==> src/rtl/pyc_mem_arb.sv <==
`default_nettype none
// ============================================================================
// Module      : pyc_mem_arb
// Description : Round-robin N-master to 1-slave memory request arbiter with
//               in-order response routing through a route FIFO.
//               Optional per-master grant counters: PYC_MEM_ARB_PERF_EN.
// Revision    : 1.0 - initial release
// ============================================================================
module pyc_mem_arb #(
    parameter int NUM_MASTERS     = 2,
    parameter int ADDR_WIDTH      = 32,
    parameter int DATA_WIDTH      = 32,
    parameter int MAX_OUTSTANDING = 4,
    localparam int STRB_WIDTH     = (DATA_WIDTH + 7) / 8,
    localparam int CNT_WIDTH      = $clog2(MAX_OUTSTANDING + 1)
) (
    input  logic                              clk,
    input  logic                              rst,
    input  logic [NUM_MASTERS-1:0]            m_req_valid,
    output logic [NUM_MASTERS-1:0]            m_req_ready,
    input  logic [NUM_MASTERS*ADDR_WIDTH-1:0] m_req_addr,
    input  logic [NUM_MASTERS-1:0]            m_req_write,
    input  logic [NUM_MASTERS*DATA_WIDTH-1:0] m_req_wdata,
    input  logic [NUM_MASTERS*STRB_WIDTH-1:0] m_req_wstrb,
    output logic [NUM_MASTERS-1:0]            m_resp_valid,
    input  logic [NUM_MASTERS-1:0]            m_resp_ready,
    output logic [DATA_WIDTH-1:0]             m_resp_rdata,
    output logic                              s_req_valid,
    input  logic                              s_req_ready,
    output logic [ADDR_WIDTH-1:0]             s_req_addr,
    output logic                              s_req_write,
    output logic [DATA_WIDTH-1:0]             s_req_wdata,
    output logic [STRB_WIDTH-1:0]             s_req_wstrb,
    input  logic                              s_resp_valid,
    output logic                              s_resp_ready,
    input  logic [DATA_WIDTH-1:0]             s_resp_rdata,
    output logic [CNT_WIDTH-1:0]              outstanding,
    output logic [NUM_MASTERS*32-1:0]         perf_grants
);

    localparam int c_idx_w = (NUM_MASTERS > 1) ? $clog2(NUM_MASTERS) : 1;
    localparam int c_sum_w = c_idx_w + 1;
    localparam int c_ptr_w = (MAX_OUTSTANDING > 1) ? $clog2(MAX_OUTSTANDING) : 1;

    logic [c_idx_w-1:0]   r_rr_ptr;
    logic                 r_lock;
    logic [c_idx_w-1:0]   r_lock_idx;
    logic [c_idx_w-1:0]   r_route [MAX_OUTSTANDING];
    logic [c_ptr_w-1:0]   r_wr_ptr;
    logic [c_ptr_w-1:0]   r_rd_ptr;
    logic [CNT_WIDTH-1:0] r_count;

    logic                 w_rr_found;
    logic [c_idx_w-1:0]   w_rr_idx;
    logic [c_sum_w-1:0]   w_cand;
    logic                 w_grant_any;
    logic [c_idx_w-1:0]   w_grant_idx;
    logic                 w_fifo_full;
    logic                 w_fifo_empty;
    logic [c_idx_w-1:0]   w_head;
    logic                 w_push;
    logic                 w_pop;

    // Lowest rotated offset wins: scan from the far end so the nearest hit overwrites.
    always_comb begin
        w_rr_found = 1'b0;
        w_rr_idx   = '0;
        w_cand     = '0;
        for (int k = NUM_MASTERS - 1; k >= 0; k--) begin
            w_cand = {1'b0, r_rr_ptr} + c_sum_w'(k);
            if (w_cand >= c_sum_w'(NUM_MASTERS)) begin
                w_cand = w_cand - c_sum_w'(NUM_MASTERS);
            end
            if (m_req_valid[w_cand[c_idx_w-1:0]]) begin
                w_rr_found = 1'b1;
                w_rr_idx   = w_cand[c_idx_w-1:0];
            end
        end
    end

    assign w_grant_idx  = r_lock ? r_lock_idx : w_rr_idx;
    assign w_grant_any  = r_lock ? m_req_valid[r_lock_idx] : w_rr_found;
    assign w_fifo_full  = (r_count == CNT_WIDTH'(MAX_OUTSTANDING));
    assign w_fifo_empty = (r_count == '0);
    assign w_head       = r_route[r_rd_ptr];

    assign s_req_valid  = !rst && w_grant_any && !w_fifo_full;
    assign s_resp_ready = !rst && !w_fifo_empty && m_resp_ready[w_head];
    assign w_push       = s_req_valid && s_req_ready;
    assign w_pop        = s_resp_valid && s_resp_ready;
    assign m_resp_rdata = s_resp_rdata;
    assign outstanding  = r_count;

    always_comb begin
        s_req_addr  = '0;
        s_req_write = 1'b0;
        s_req_wdata = '0;
        s_req_wstrb = '0;
        for (int i = 0; i < NUM_MASTERS; i++) begin
            if (w_grant_idx == c_idx_w'(i)) begin
                s_req_addr  = m_req_addr[i*ADDR_WIDTH +: ADDR_WIDTH];
                s_req_write = m_req_write[i];
                s_req_wdata = m_req_wdata[i*DATA_WIDTH +: DATA_WIDTH];
                s_req_wstrb = m_req_wstrb[i*STRB_WIDTH +: STRB_WIDTH];
            end
        end
    end

    generate
        for (genvar i = 0; i < NUM_MASTERS; i++) begin : g_master
            assign m_req_ready[i]  = w_push && (w_grant_idx == c_idx_w'(i));
            assign m_resp_valid[i] = !rst && s_resp_valid && !w_fifo_empty &&
                                     (w_head == c_idx_w'(i));
        end
    endgenerate

    // Freeze the grant while the slave stalls so the presented request stays stable.
    always_ff @(posedge clk) begin
        if (rst) begin
            r_rr_ptr   <= '0;
            r_lock     <= 1'b0;
            r_lock_idx <= '0;
        end else begin
            r_lock     <= s_req_valid && !s_req_ready;
            r_lock_idx <= w_grant_idx;
            if (w_push) begin
                r_rr_ptr <= (w_grant_idx == c_idx_w'(NUM_MASTERS - 1)) ? '0
                                                                       : w_grant_idx + 1'b1;
            end
        end
    end

    always_ff @(posedge clk) begin
        if (w_push) begin
            r_route[r_wr_ptr] <= w_grant_idx;
        end
    end

    always_ff @(posedge clk) begin
        if (rst) begin
            r_wr_ptr <= '0;
            r_rd_ptr <= '0;
            r_count  <= '0;
        end else begin
            if (w_push) begin
                r_wr_ptr <= (r_wr_ptr == c_ptr_w'(MAX_OUTSTANDING - 1)) ? '0 : r_wr_ptr + 1'b1;
            end
            if (w_pop) begin
                r_rd_ptr <= (r_rd_ptr == c_ptr_w'(MAX_OUTSTANDING - 1)) ? '0 : r_rd_ptr + 1'b1;
            end
            case ({w_push, w_pop})
                2'b10:   r_count <= r_count + 1'b1;
                2'b01:   r_count <= r_count - 1'b1;
                default: r_count <= r_count;
            endcase
        end
    end

`ifdef PYC_MEM_ARB_PERF_EN
    generate
        for (genvar i = 0; i < NUM_MASTERS; i++) begin : g_perf
            logic [31:0] r_grant_cnt;
            always_ff @(posedge clk) begin
                if (rst) begin
                    r_grant_cnt <= '0;
                end else if (m_req_ready[i] && (r_grant_cnt != 32'hFFFF_FFFF)) begin
                    r_grant_cnt <= r_grant_cnt + 32'd1;
                end
            end
            assign perf_grants[i*32 +: 32] = r_grant_cnt;
        end
    endgenerate
`else
    assign perf_grants = '0;
`endif

endmodule
`default_nettype wire
==> config.mk <==
export PLATFORM = sky130hd
export DESIGN_NAME = pyc_mem_arb
export DESIGN_NICKNAME = d
export VERILOG_FILES = /design/src/rtl/pyc_mem_arb.sv
export SDC_FILE = /design/constraint.sdc
export NUM_CORES = 1
export LEC_CHECK = 0
export CORE_AREA = 2 2 135 137
export DETAILED_ROUTE_END_ITERATION = 6
export DIE_AREA = 0 0 137 139
export MAX_ROUTING_LAYER = met4
export SLEW_MARGIN = 20
export SYNTH_ARGS = -nofsm -noshare
export SYNTH_HDL_FRONTEND = slang
export SYNTH_SLANG_ARGS = --single-unit
==> constraint.sdc <==
create_clock -name clk -period 3.65 [get_ports clk]
set_input_delay 0.73 -clock clk [delete_from_list [all_inputs] [get_ports clk]]
set_output_delay 0.73 -clock clk [all_outputs]
set_load 0.01 [all_outputs]
==> results.txt <==
fin nets: 640
register bit total from synthesis: 16
Pleak: 0.00177 µW
placed inst area: 4450 µm²
worst-path fanout max: 20
Post-DRT Antenna Nets: 0
Yosys top cell by area: mux2_2
Ant. Diodes: 0
Core Area: 17700 µm²
CP dominant cell by count: clkdlybuf4s50_1
largest net degree at the start of global routing: 21
CTS tree: yes
DRT iter0 DRCs: 26
placed cells: 673
I/O pins: 352
hold_ws: 0.516 ns
drt total wl: 10.1 mm
Slew Viols, Final: 0
GRT Overall Usage: 10.1%
Worst IR Drop VDD: 0.000122 V
Max Freq: 0.285 GHz
clk_skew: 0.00142 ns
Final Hold Vio Count: 0
worst setup path class: in2out
Worst setup EP type: output pin
Synth Flop Type: dfxtp_1
die height: 139 µm
first-pass GRT wire length: 14.0 mm
via count: 2316
drt via density: 3.39
Post-synth ARST share: 0%
Post-synth EDFFs: 4
number of non-filler instances in the completed layout: 683
pre-CTS WS: 0.0840 ns
WP data required: 2.92 ns
path depth of the worst reg2reg path: 9
post-synthesis cell type count: 37
sequential fraction of the synthesis area: 15.3%
Die Wd: 137 µm
CTS Buf Count: 3
final std cell area, no fill: 4580 µm²
post-route setup TNS: 0 ns
DR pass1 iterations: 6
Placer Congestion: 0.745
vias in the first global route: 2298
outcome: finished clean
Slowest-stage cell, CP: clkdlybuf4s50_1
layout cells sized above 1: 21.4%
initial antenna violation count: 0
Worst-Skew Late Latency: 0.24 ns
clk sinks: 16
dpl hpwl: 8.95 mm
period utilization: 96.3%
Synth Instances: 253
CP arrival: 2.78 ns
Setup WS post-layout: 0.137 ns
max cap viols: 0
final setup vio count: 0
DRC: 0
warnings from Yosys: 0
# port buffers: 223
reg2reg start: r_route[3]
Area Overhead vs Synth: 94.6%
GR Overflow Total: 0
CTS clk-pin slew, worst paths: 0.05 ns
Area contributors post-synth: mux2_2 (33%), buf_4 (31%), dfxtp_1 (10%)
max incr delay on CP: 0.52 ns
buffers from clock root to sink, at most: 2
share of the synthesized area in the top cell type: 33.0%
num rows: 49
Reg2Reg Capture Point: outstanding[2]
Fill cells: 1922
H-tree level count: 1
Hold Path Class: reg2reg
PwrDens: 218 nW/µm²
Root Driver: clkbuf_16
crit-path cells: clkdlybuf4s50_1, nand2b_1, nand3b_1, nand2_4, buf_12, mux2_2, clkdlybuf4s50_1
mapped cell area: 2350 µm²
R2R Setup Slk: 1.05 ns
Routed WL per cell: 14.7 µm
startpoint types: input pin
hold depth: 2
post-layout min period: 3.51 ns
worst hold start: r_rd_ptr[0]
Mean Syn Cell Area: 9.30 µm²
Initial Utilization: 13.3%
# hold bufs at CTS: 0
total die area: 19000 µm²
[cells in the mapped netlist (all sizes together) (2+ instances only)]
cell type,number
edfxtp,4
buf,103
nor3,3
a21oi,5
o31ai,2
o21ai,3
mux2,70
ha,6
inv,8
and2,4
nor2,7
and3,2
nand2,2
dfxtp,12
o311ai,2
xor2,2
[routing by layer]
layer | GRT usage [%] | part of all wire [%]
met1 | 11.7 | 39
met2 | 16.6 | 49
met3 | 3.98 | 11
met4 | 1.63 | 1.5
met5 | - | 0
[repair_timing]
action / in CTS / in global routing
setup buffers: 0 / 6
resized for setup: 0 / 2
endpoints found under the setup margin: 0 / 14
hold endpoints to repair: 0 / 0
[layout make-up]
| cell class | count | area [µm²] | area share (%) |
|---|---|---|---|
| Timing Repair Buffer | 238 | 2370 | 51.7 |
| Multi-Input combinational cell | 188 | 1450 | 31.7 |
| Sequential cell | 16 | 360 | 7.87 |
| Tap cell | 229 | 287 | 6.26 |
| Clock buffer | 3 | 75.1 | 1.64 |
| Inverter | 8 | 30.0 | 0.656 |
| Clock inverter | 1 | 3.75 | 0.0820 |
[worst max-delay path: cells and delay by family]
family	cells	cell delay, ns
AND/OR/NAND/NOR	3	0.50
buffers and inverters	3	1.18
multiplexers	1	0.36
[where the power goes]
| part | switching (µW) | internal (µW) | total, µW |
|---|---|---|---|
| Sequential | 7.42 | 191 | 198 |
| Combinational | 217 | 375 | 592 |
| Clock | 62.5 | 145 | 207 |
| Total | 287 | 711 | 998 |
[worst max path at each step]
stage	slack, ns	endpoint	startpoint	cells past startpoint
global route	-0.003	m_req_ready[0]	m_req_valid[0]	7
detailed placement	0.08	m_req_ready[0]	m_req_valid[0]	7
floorplan	0.93	outstanding[2]	m_req_valid[0]	10
CTS	0.06	m_req_ready[0]	m_req_valid[0]	7
finish	0.14	s_req_wdata[0]	m_req_valid[0]	7
global placement	0.07	m_req_ready[0]	m_req_valid[0]	7
[metrics by stage]
stage / power [µW] / util (%)
2_1_floorplan: 507 / -
3_3_place_gp: 788 / 25.2
3_5_place_dp: 787 / 25.2
4_1_cts: 1000 / 25.6
5_1_grt: 1050 / 25.9
6_report: 998 / 25.9
[placed cells by master (no fill, tap or decap), types with 2 or more instances in the layout]
cell	synthesis	final
clkdlybuf4s50_1	0	223
ha_1	6	6
clkbuf_16	0	3
buf_4	96	13
nor2_1	6	6
dfxtp_1	12	12
o31ai_1	2	2
edfxtp_1	4	4
inv_1	8	8
nor3_1	3	3
xor2_1	2	2
a21oi_1	5	5
buf_12	0	2
conb_1	1	64
o311ai_0	2	2
mux2_2	69	69
and2_1	4	4
o21ai_0	3	3
[logic make-up (layout without fill, tap and decap cells)]
| logic type | Yosys count | after routing | share of synthesized area (%) |
|---|---|---|---|
| adder cells (fa/ha/maj) | 7 | 7 | 4.04 |
| AO/OA/AOI/OAI | 15 | 15 | 4.09 |
| other | 1 | 64 | 0.159 |
| flip-flops | 16 | 16 | 15.3 |
| AND/OR/NAND/NOR | 28 | 28 | 6.91 |
| buffers and inverters | 112 | 250 | 33.5 |
| multiplexers | 72 | 72 | 35.2 |
| XOR/XNOR | 2 | 2 | 0.744 |
Note: power is estimated with default switching activity, not from simulation.
